$ cat src/rtl/noc_vc_buffer.sv
// noc_vc_buffer: CHANNELS independent flit queues behind one shared input bus, optional full-packet gating.
// Define NOC_VC_BUFFER_PKTSIZE_EN (with FULLPACKET=1) to build the per-VC packet_size reporting.
module noc_vc_buffer #(
  parameter int FLIT_WIDTH = 32,
  parameter int CHANNELS   = 2,
  parameter int DEPTH      = 8,
  parameter int FULLPACKET = 0,
  localparam int AW        = $clog2(DEPTH)
) (
  input  logic                           clk,
  input  logic                           rst,
  input  logic [FLIT_WIDTH-1:0]          in_flit,
  input  logic                           in_last,
  input  logic [CHANNELS-1:0]            in_valid,
  output logic [CHANNELS-1:0]            in_ready,
  output logic [CHANNELS*FLIT_WIDTH-1:0] out_flit,
  output logic [CHANNELS-1:0]            out_last,
  output logic [CHANNELS-1:0]            out_valid,
  input  logic [CHANNELS-1:0]            out_ready,
  output logic [CHANNELS*(AW+1)-1:0]     packet_size,
  output logic [CHANNELS-1:0]            pkt_overflow
);

  localparam int PW = (DEPTH > 2) ? $clog2(DEPTH - 1) : 1;
  localparam logic [AW:0]   FILL_MAX = (AW+1)'(DEPTH);
  localparam logic [AW:0]   FILL_ONE = (AW+1)'(1);
  localparam logic [PW-1:0] PTR_WRAP = PW'(DEPTH - 2);

  // Multiple VCs selected at once is a protocol error: nothing gets written.
  logic legal;
  assign legal = $onehot0(in_valid);

  a_one_vc: assert property (@(posedge clk) disable iff (rst) $onehot0(in_valid));

  for (genvar v = 0; v < CHANNELS; v++) begin : g_vc
    logic [AW:0]           fill;
    logic [PW-1:0]         wptr;
    logic [PW-1:0]         rptr;
    logic [FLIT_WIDTH:0]   ram [DEPTH-1];
    logic [FLIT_WIDTH-1:0] head_flit;
    logic                  head_last;
    logic                  valid;
    logic                  ready;
    logic                  wr;
    logic                  rd;
    logic                  through;
    logic                  ram_wr;
    logic                  ram_rd;
    logic                  ovf;
    logic [AW:0]           size;

    assign ready   = (fill < FILL_MAX) & ~rst;
    assign wr      = in_valid[v] & ready & legal;
    assign rd      = valid & out_ready[v];
    assign through = (fill == '0) | ((fill == FILL_ONE) & rd);
    assign ram_wr  = wr & ~through;
    assign ram_rd  = rd & (fill > FILL_ONE);

    always_ff @(posedge clk) begin
      if (ram_wr) ram[wptr] <= {in_last, in_flit};
    end

    always_ff @(posedge clk or posedge rst) begin
      if (rst) begin
        fill      <= '0;
        wptr      <= '0;
        rptr      <= '0;
        head_flit <= '0;
        head_last <= 1'b0;
      end else begin
        if (wr & through) begin
          head_flit <= in_flit;
          head_last <= in_last;
        end else if (ram_rd) begin
          {head_last, head_flit} <= ram[rptr];
        end
        if (ram_wr) wptr <= (wptr == PTR_WRAP) ? '0 : wptr + 1'b1;
        if (ram_rd) rptr <= (rptr == PTR_WRAP) ? '0 : rptr + 1'b1;
        if (wr & ~rd)      fill <= fill + 1'b1;
        else if (rd & ~wr) fill <= fill - 1'b1;
      end
    end

    if (FULLPACKET != 0) begin : g_fp
      logic [AW:0] pkt_cnt;
      logic        bypass;
      logic        inc;
      logic        dec;

      assign inc   = wr & in_last;
      assign dec   = rd & head_last;
      assign valid = (fill != '0) & ((pkt_cnt != '0) | bypass);

      // A full VC with no complete packet can never finish: forward it cut-through.
      always_ff @(posedge clk or posedge rst) begin
        if (rst) begin
          pkt_cnt <= '0;
          bypass  <= 1'b0;
          ovf     <= 1'b0;
        end else begin
          if (inc & ~dec)      pkt_cnt <= pkt_cnt + 1'b1;
          else if (dec & ~inc) pkt_cnt <= pkt_cnt - 1'b1;
          if (dec) begin
            bypass <= 1'b0;
          end else if ((fill == FILL_MAX) && (pkt_cnt == '0)) begin
            bypass <= 1'b1;
            ovf    <= 1'b1;
          end
        end
      end

`ifdef NOC_VC_BUFFER_PKTSIZE_EN
      logic [AW:0]   size_q [DEPTH];
      logic [AW-1:0] sq_wptr;
      logic [AW-1:0] sq_rptr;
      logic [AW:0]   in_cnt;
      logic [AW:0]   rd_cnt;

      always_ff @(posedge clk) begin
        if (inc) size_q[sq_wptr] <= in_cnt + 1'b1;
      end

      // Overflowed packets also get a queue entry so later sizes stay aligned.
      always_ff @(posedge clk or posedge rst) begin
        if (rst) begin
          sq_wptr <= '0;
          sq_rptr <= '0;
          in_cnt  <= '0;
          rd_cnt  <= '0;
        end else begin
          if (wr)  in_cnt  <= in_last ? '0 : in_cnt + 1'b1;
          if (inc) sq_wptr <= sq_wptr + 1'b1;
          if (rd)  rd_cnt  <= head_last ? '0 : rd_cnt + 1'b1;
          if (dec) sq_rptr <= sq_rptr + 1'b1;
        end
      end

      assign size = (valid & ~bypass) ? size_q[sq_rptr] - rd_cnt : '0;
`else
      assign size = '0;
`endif
    end else begin : g_nofp
      assign valid = (fill != '0);
      assign ovf   = 1'b0;
      assign size  = '0;
    end

    assign in_ready[v]                             = ready;
    assign out_flit[v*FLIT_WIDTH +: FLIT_WIDTH]    = head_flit;
    assign out_last[v]                             = head_last;
    assign out_valid[v]                            = valid;
    assign packet_size[v*(AW+1) +: AW+1]           = size;
    assign pkt_overflow[v]                         = ovf;
  end

endmodule

$ cat config.mk
export PLATFORM = sky130hd
export DESIGN_NAME = noc_vc_buffer
export DESIGN_NICKNAME = d
export VERILOG_FILES = /design/src/rtl/noc_vc_buffer.sv
export SDC_FILE = /design/constraint.sdc
export NUM_CORES = 1
export LEC_CHECK = 0
export CORE_MARGIN = 1
export CORE_UTILIZATION = 64
export DETAILED_ROUTE_END_ITERATION = 12
export GPL_ROUTABILITY_DRIVEN = 0
export HOLD_SLACK_MARGIN = 0.12
export PLACE_DENSITY_LB_ADDON = 0.12
export SLEW_MARGIN = 30
export SYNTH_ARGS = -nofsm -noshare
export SYNTH_HDL_FRONTEND = slang
export SYNTH_SLANG_ARGS = --single-unit
$ cat constraint.sdc
create_clock -name clk -period 8.6 [get_ports clk]
set_input_delay 1.72 -clock clk [delete_from_list [all_inputs] [get_ports clk]]
set_output_delay 1.72 -clock clk [all_outputs]
set_load 0.02 [all_outputs]
* Word-level counts from Yosys, hierarchy flattened
Memory sizes are Yosys's and may differ from the RTL's.
Cells that the tools add are included.
** Word-level totals
- Output and inout bits :: 80
- Memory bits (writable) :: 462
- Word-level logic and storage cells :: 89
- Memories kept :: 2
- Input port bits :: 39
- Register bits after elaboration :: 86
** Cells by class
- Add/subtract/negate cells :: 9
- Equal/unequal tests :: 6
- Order comparisons :: 5
- Reductions and logical operators :: 8
- Mux-type cells :: 20
- Bitwise operators :: 29
** Memory list
- g_vc[0].ram :: words 7, bits a word 33, rd ports 1, clocked after Yosys merged registers in 0, write ports 1, line 39 : logic [FLIT_WIDTH:0] ram [DEPTH-1];
- g_vc[1].ram :: words 7, bits a word 33, rd ports 1, clocked after Yosys merged registers in 0, write ports 1, line 39
** Operators with widths (count)
- 2-to-1 mux 32 bit :: 4
- AND 1 bit :: 20
- 2-to-1 mux 4 bit :: 4
- adder 3 x 1 -> 3 bit, second input constant :: 4
- equality test 3 bit, second input constant :: 4
- 2-to-1 mux 3 bit :: 4
- adder 4 x 1 -> 4 bit, second input constant :: 2
- equality test 4 x 1 -> 1 bit, second input constant :: 2
- greater-than comparator 4 x 1 -> 1 bit, second input constant :: 2
- logical NOT 4 bit :: 2
- less-than comparator 4 bit, second input constant :: 2
- 2-to-1 mux 1 bit :: 8
- nonzero test 2 bit :: 4
- nonzero test 4 bit :: 2
- subtractor 4 x 1 -> 4 bit, second input constant :: 2
- inverter 1 bit :: 7
- adder 1 x 1 -> 2 bit :: 1
- less-or-equal comparator 2 x 1 -> 1 bit, second input constant :: 1
- OR 1 bit :: 2

* Depth between registers and ports, before layout
Gate-level depths: netlist of the first run.
- Depth in word-level cells :: 8
- Depth in mapped cells :: 8

* Least setup slack after synthesis of the first run
OpenSTA, ideal clock, no wires.
- Path type :: input to register
- Start :: in in_valid[1]
- End :: mem g_vc[0].ram[2][0] in the netlist's numbering, enable pin
- Data required time :: 8.082 ns
- Setup slack :: 2.265 ns
- Stages :: 3
- Data arrival time :: 5.817 ns
- Path through :: nor4b_2 -> o31ai_1 -> nor4b_1
** Between the ends
- Longest elaborated chain between the ends :: 6
** Ends and longest elaborated chain
- start: declaration :: line 14 : input logic [CHANNELS-1:0] in_valid,
- adder 1 x 1 -> 2 bit (implied by the code) :: line 31 : assign legal = $onehot0(in_valid);
- less-or-equal comparator 2 x 1 -> 1 bit (implied by the code) :: line 31
- AND 1 bit :: line 53 : assign wr = in_valid[v] & ready & legal;
- AND 1 bit :: line 56 : assign ram_wr = wr & ~through;
- 2-to-1 mux 1 bit :: line 60 : if (ram_wr) ram[wptr] <= {in_last, in_flit};
- 2-to-1 mux 1 bit (implied by the code) :: line 60
- end: declaration :: line 39
No other way between the ends.

* Worst setup path after layout of the first run
- Start :: in rst
- End :: out in_ready[0]
** Between the ends
- Longest elaborated chain between the ends :: 2
** Ends and longest elaborated chain
- start: declaration :: line 11 : input logic rst,
- inverter 1 bit :: line 52 : assign ready = (fill < FILL_MAX) & ~rst;
- AND 1 bit :: line 52
- end: declaration :: line 15 : output logic [CHANNELS-1:0] in_ready,
No other way between the ends.

==> results of run 1 <==
==> worst max path at each step <==
stage	from	end
final	rst	in_ready[0]
after floorplan	in_valid[1]	g_vc[0].ram[2][0]
after detailed placement	rst	g_vc[0].ram[4][12]
after global routing	rst	in_ready[0]
after CTS	rst	in_ready[0]
after global placement	rst	in_ready[0]
==> worst reg2reg max path, cell delays in order (launching register included) <==
cell and delay, ns:
dfrtp_4 0.87, buf_4 0.71, buf_12 0.29, mux2_2 0.37, o211ai_1 0.21, a21oi_1 0.11
a221o_1 0.28
==> sequential cells by signal (all words and copies together), names as in the netlist <==
| name | cells |
|---|---|
| g_vc.wptr | 6 |
| g_vc.fill | 8 |
| g_vc.rptr | 6 |
| g_vc.head_flit | 64 |
| g_vc.head_last | 2 |
| g_vc.ram | 462 |
==> routing by layer <==
metal	part of all wire [%]	wire [um]	track usage, %
met5	0	0	0
met4	1.8	811	6.87
met3	6.0	2740	3.32
met2	50	22900	44.7
met1	42	19200	36.7
==> power by group through the flow <==
stage / registers [mW] / clock network, mW / logic, mW
2_1_floorplan: 3.48 / 0 / 1.54
3_3_place_gp: 3.47 / 0 / 2.22
3_5_place_dp: 3.48 / 0 / 2.29
4_1_cts: 3.43 / 2.19 / 2.31
5_1_grt: 3.47 / 2.29 / 2.47
6_report: 3.44 / 2.16 / 2.30
==> cells in the final DEF, fill, tap and decap left out, types with 33 or more instances in the layout <==
cell type / n
clkdlybuf4s50_1: 108
o21ai_0: 44
a21oi_1: 71
nand2_1: 110
edfxtp_1: 462
nand2b_1: 38
mux2_2: 34
dfrtp_1: 81
o211ai_1: 33
clkbuf_16: 53
o221ai_1: 33
o22ai_1: 33
mux2i_1: 167
o22a_1: 33
a221o_1: 33
==> kinds of logic after synthesis <==
kind of cell    count (synthesis)
other cells                     1
compound gates                295
xor+xnor                        8
mux                           201
buf+inv                       122
flops                         548
simple gates                  189
fa+ha+maj                       9
==> cell usage after synthesis (5+ instances only) <==
| library cell | count | area share [%] |
|---|---|---|
| mux2i_1 | 167 | 7.6 |
| o211ai_1 | 33 | 1.1 |
| inv_1 | 11 | 0.19 |
| nor2_1 | 15 | 0.26 |
| xor2_1 | 6 | 0.24 |
| edfxtp_1 | 462 | 63 |
| o22a_1 | 33 | 1.3 |
| dfrtp_1 | 86 | 9.8 |
| buf_1 | 5 | 0.086 |
| a221o_1 | 33 | 1.5 |
| o21ai_0 | 44 | 1.0 |
| a21oi_1 | 71 | 1.6 |
| mux2_2 | 34 | 1.8 |
| nand2_1 | 110 | 1.9 |
| o22ai_1 | 33 | 0.94 |
| buf_2 | 36 | 0.82 |
| o221ai_1 | 33 | 1.3 |
| buf_4 | 19 | 0.65 |
| clkbuf_1 | 47 | 0.81 |
| ha_1 | 9 | 0.52 |
| nand2b_1 | 38 | 1.1 |
| nor4_1 | 6 | 0.17 |
==> stage by stage <==
stage	worst slack (ns)	cell area, um^2	std cells
global route	3.78	25000	1952
CTS	3.82	24900	1952
floorplan	2.26	21900	1382
global placement	3.84	23300	1853
finish	3.83	25000	1952
detailed placement	3.75	23300	1855
==> area by class of cell <==
| cell class | instances | area (um^2) | area share, % |
|---|---|---|---|
| Multi-Input combinational cell | 712 | 5370 | 21.5 |
| Tap cell | 448 | 561 | 2.25 |
| Sequential cell | 548 | 16000 | 64.3 |
| Clock buffer | 71 | 1440 | 5.79 |
| Inverter | 11 | 43.8 | 0.175 |
| Clock inverter | 26 | 179 | 0.717 |
| Timing Repair Buffer | 136 | 1320 | 5.30 |
==> run_results.csv, run 1 <==
group,metric,value,unit
status,outcome,"completed",
drt,dr_total_vias,12195,
cts,cts.clk_slew.worst_paths,0.06,ns
critical_path,r2r-end,"g_vc[1].head_flit[3]",
cts,cts_tree,"done",
critical_path,worstPathCellList,"clkdlybuf4s50_1, nor2_1, clkdlybuf4s50_1",
cts,cts_resized,0,
die,core_area,33500,um^2
timing,setup_viol,0,
critical_path,r2r-start,"g_vc[1].rptr[0]",
synthesis,synth_mux_area_share,9.40,%
critical_path,required,6.88,ns
critical_path,worstSetupPathDepth,3,
cells_and_area,fin_util,74.4,%
synthesis,synth_top_family_by_area,"compound AO/OA/AOI/OAI gates",
critical_path,regToRegSetupSlack,5.63,ns
critical_path,max_stage_delay,0.62,ns
placed_design,dpl.hpwl,25200,um
timing,clock.fmax,0.210,GHz
power_and_ir_drop,netSwitchingFraction,31.6,%
critical_path,crit_path_end_kind,"output port",
die,die_w,187,um
job,drv_cap,0,
synthesis,synth.cell_area,21900,um^2
synthesis,ys.flop_type,"edfxtp_1",
timing,rsz0062_at_grt,"false",
global_routing,overflow,0,
power_and_ir_drop,p_seq_share,43.5,%
cts,insertion_delay,0.58,ns
cts,cts_buffer_depth,3,
timing,whs,0.517,ns
cts,root_buffer,"clkbuf_16",
cells_and_area,fillCellCount,2016,
power_and_ir_drop,clkPwrFrac,27.4,%
power_and_ir_drop,finalPower,7.90,mW
placed_design,placement.io_buffers,108,
hold_path,hp-class,"register to register",
critical_path,worstSetupStartpointType,"input pin",
hold_path,hold_start,"g_vc[1].head_flit[15]",
cts,postCtsSetupRepairBufs,0,
synthesis,postSynthAreaPerCell,15.9,um^2
timing,drv_slew,0,
critical_path,crit_top_cell,"clkdlybuf4s50_1",
synthesis,synthAdderAreaFrac,0.515,%
power_and_ir_drop,p_int,5.40,mW
cells_and_area,area_growth,14.2,%
synthesis,synth-seq-cells,548,
critical_path,critical-path-slowest-cell,"clkdlybuf4s50_1",
die,die-height,187,um
global_routing,antenna_found_initial,0,
drt,drc,0,
global_routing,grt_pass1_wl,70200,um
critical_path,crit_family,"buffers and inverters",
critical_path,cp_max_fo,5,
timing,fin_crit,4.77,ns
synthesis,seq_area_frac_synth,73.3,%
timing,tightest_slew,1.00,ns
drt,drt-initial-drc-count,988,
synthesis,synth-simple-area-share,4.17,%
synthesis,synth_edf_count,462,
timing,slew_headroom,33.3,%
timing,fin_skew,0.0324,ns
synthesis,synth_compound_area_share,9.52,%
synthesis,async_reset_ff_share,15.7,%
critical_path,r2r_cells,6,
synthesis,yosys.cell_types.count,46,
timing,finalHoldViolations,0,
critical_path,critPathArrivalTime,3.05,ns
timing,fin_setup_tns,0,ns
cells_and_area,nets,1509,
power_and_ir_drop,p_leak,8.64,nW
drt,ant_nets,0,
die,num_rows,67,
synthesis,synth_warnings,0,
cts,cts_hold_buf,0,
global_routing,grt_pass1_vias,12360,
synthesis,synth_xor_area_share,0.320,%
hold_path,worstHoldPathCells,1,
drt,finalWirelength,45700,um
drt,drt_pass1_iterations,5,
die,boundaryPins,119,
cts,numCtsBuffers,52,
global_routing,grt_max_degree,73,
drt,vias_per_cell,6.25,
power_and_ir_drop,p_per_area,317,nW/um^2
cts,h-tree-depth,2,
die,start_util,65.2,%
hold_path,holdPathEnd,"g_vc[1].head_flit[15]",
drt,routedWlPerCell,23.4,um
global_routing,grt_use_total,26.4,%
critical_path,path_buf_inv,2,
cells_and_area,drive_above_1_share,11.2,%
die,die-area,34900,um^2
power_and_ir_drop,switching_power,2.50,mW
critical_path,critPathKind,"input pin to output port",
cells_and_area,diodes,0,
synthesis,synth_cells,1373,
timing,post-route-period-util,55.4,%
power_and_ir_drop,p_comb_share,29.1,%
power_and_ir_drop,power.ir.vdd_worst,0.262,mV
cts,clock_sinks,548,
Power figures use the tool's default switching activity.
==> run 2, diff against run 1 <==
- CORE_UTILIZATION: 64 -> 60
- clock period: 8.6 -> 4.75 ns (I/O delays scaled with it)
==> run_results.csv, run 2 (same netlist as run 1, synthesis figures left out) <==
group,metric,value,unit
cells_and_area,final_area,25100,um^2
cells_and_area,area_growth,14.9,%
drt,drt_pass1_iterations,8,
cells_and_area,diodes,0,
critical_path,cp_max_fo,5,
drt,ant_nets,0,
timing,setup_slack,1.52,ns
cts,cts_hold_buf,0,
cells_and_area,final_cells,1976,
timing,finalHoldViolations,0,
die,core_area,35700,um^2
die,num_rows,69,
die,start_util,61.2,%
critical_path,path_buf_inv,2,
cells_and_area,fillCellCount,2323,
timing,whs,0.506,ns
global_routing,antenna_found_initial,0,
cells_and_area,nets,1519,
drt,drc,10,
drt,dr_total_vias,12135,
placed_design,dpl.hpwl,25800,um
critical_path,critPathArrivalTime,2.28,ns
cells_and_area,reg_top3,"g_vc.ram x462, g_vc.head_flit x64, g_vc.fill x8",
critical_path,critPathKind,"input pin to output port",
cts,h-tree-depth,2,
cts,cts_tree,"done",
critical_path,critical-path-slowest-cell,"clkdlybuf4s50_1",
power_and_ir_drop,p_per_area,574,nW/um^2
die,die_w,193,um
timing,fin_crit,3.23,ns
placed_design,placement.io_buffers,108,
power_and_ir_drop,power.ir.vdd_worst,0.463,mV
critical_path,max_stage_delay,0.62,ns
timing,tightest_slew,0.940,ns
critical_path,crit_top_cell,"clkdlybuf4s50_1",
critical_path,worstPathCellList,"clkdlybuf4s50_1, nor2_1, clkdlybuf4s50_1",
status,violations,"design-rule violations",
cts,cts_buffer_depth,3,
placed_design,dp_slack,0.940,ns
global_routing,grt_pass1_vias,11899,
timing,setup_viol,0,
cells_and_area,final_cell_mix,"edfxtp_1, mux2i_1, nand2_1, clkdlybuf4s50_1, dfrtp_1",
timing,slew_headroom,37.0,%
cells_and_area,largest_reg_flops,462,
drt,vias_per_cell,6.14,
cts,root_buffer,"clkbuf_16",
status,outcome,"complete, but fails checks",
die,die-height,193,um
global_routing,grt_pass1_wl,69500,um
die,boundaryPins,119,
cells_and_area,final_common_cell,"edfxtp_1",
cts,numCtsBuffers,54,
cts,cts.clk_slew.worst_paths,0.06,ns
cells_and_area,largest-register,"g_vc.ram",
cts,insertion_delay,0.57,ns
global_routing,grt_use_total,25.1,%
cts,cts_resized,0,
cts,clock_sinks,548,
placed_design,placed_area,23400,um^2
global_routing,grt_max_degree,66,
timing,fin_skew,0.0140,ns
global_routing,overflow,0,
drt,finalWirelength,45200,um
hold_path,hp-class,"register to register",
drt,routedWlPerCell,22.9,um
critical_path,crit_family,"buffers and inverters",
cells_and_area,register_area,16000,um^2
job,drv_cap,0,
placed_design,dp_cells,1876,
critical_path,crit_path_end_kind,"output port",
cells_and_area,fin_util,70.3,%
cells_and_area,multi_input_area,5390,um^2
critical_path,required,3.80,ns
die,die-area,37200,um^2
timing,rsz0062_at_grt,"false",
timing,clock.fmax,0.310,GHz
drt,drt-initial-drc-count,774,
cts,postCtsSetupRepairBufs,0,
power_and_ir_drop,p_leak,8.70,nW
critical_path,worstSetupStartpointType,"input pin",
cells_and_area,drive_above_1_share,11.6,%
timing,drv_slew,0,
timing,post-route-period-util,67.9,%
-- run 2: changes by cell type in the layout (fill, tap and decap cells not counted), moves of 2 or more --
cell       before  now
clkbuf_16      53   55
nand2b_2        0    2
nor4_4          0    2
nor4_2          6    4
clkbuf_1       13   19
buf_4          26   33
nand2b_1       38   36
clkinv_2       12    5
-- run 2: stage by stage --
step | power, mW | setup TNS (ns)
global route | 15.1 | 0
global placement | 10.4 | 0
finish | 14.4 | 0
CTS | 14.5 | 0
floorplan | 9.09 | -50.58
detailed placement | 10.5 | 0
-- run 2: path summary, 6_finish.rpt --
check | startpoint | endpoint | slack (ns) | cells after the start
worst max-delay path | rst | in_ready[1] | 1.52 | 3
worst min-delay path | g_vc[1].head_flit[23] | g_vc[1].head_flit[23] | 0.51 | 1
worst max register to register | g_vc[1].fill[3] | g_vc[1].ram[5][18] | 1.93 | 5
worst min register to register | g_vc[1].head_flit[23] | g_vc[1].head_flit[23] | 0.51 | 1
max in group asynchronous | rst | g_vc[0].rptr[0] | 2.82 | 3
min in group asynchronous | rst | g_vc[0].wptr[2] | 1.06 | 2
-- run 2: final cells by class --
class,instances,area share (%)
clock inverter,20,0.583
inverter,11,0.174
clock buffer,80,6.09
tap,461,2.30
multi-input combinational,712,21.5
sequential,548,63.8
timing repair buffer,144,5.56
-- run 2: layer usage --
| layer | track usage (%) | wire (um) | vias up |
|---|---|---|---|
| met5 | 0 | 0 | - |
| met1 | 36.2 | 19800 | 6211 |
| met3 | 3.60 | 2440 | 66 |
| met2 | 40.5 | 22100 | 329 |
| met4 | 6.66 | 873 | 0 |
| li1 | - | - | 5529 |
-- run 2: power breakdown --
part           switching (mW)  leakage, nW  internal, mW
Sequential              0.618         5.22          5.70
Combinational            2.22         2.67          1.86
Clock                    1.70        0.812          2.33
Total                    4.54         8.70          9.88
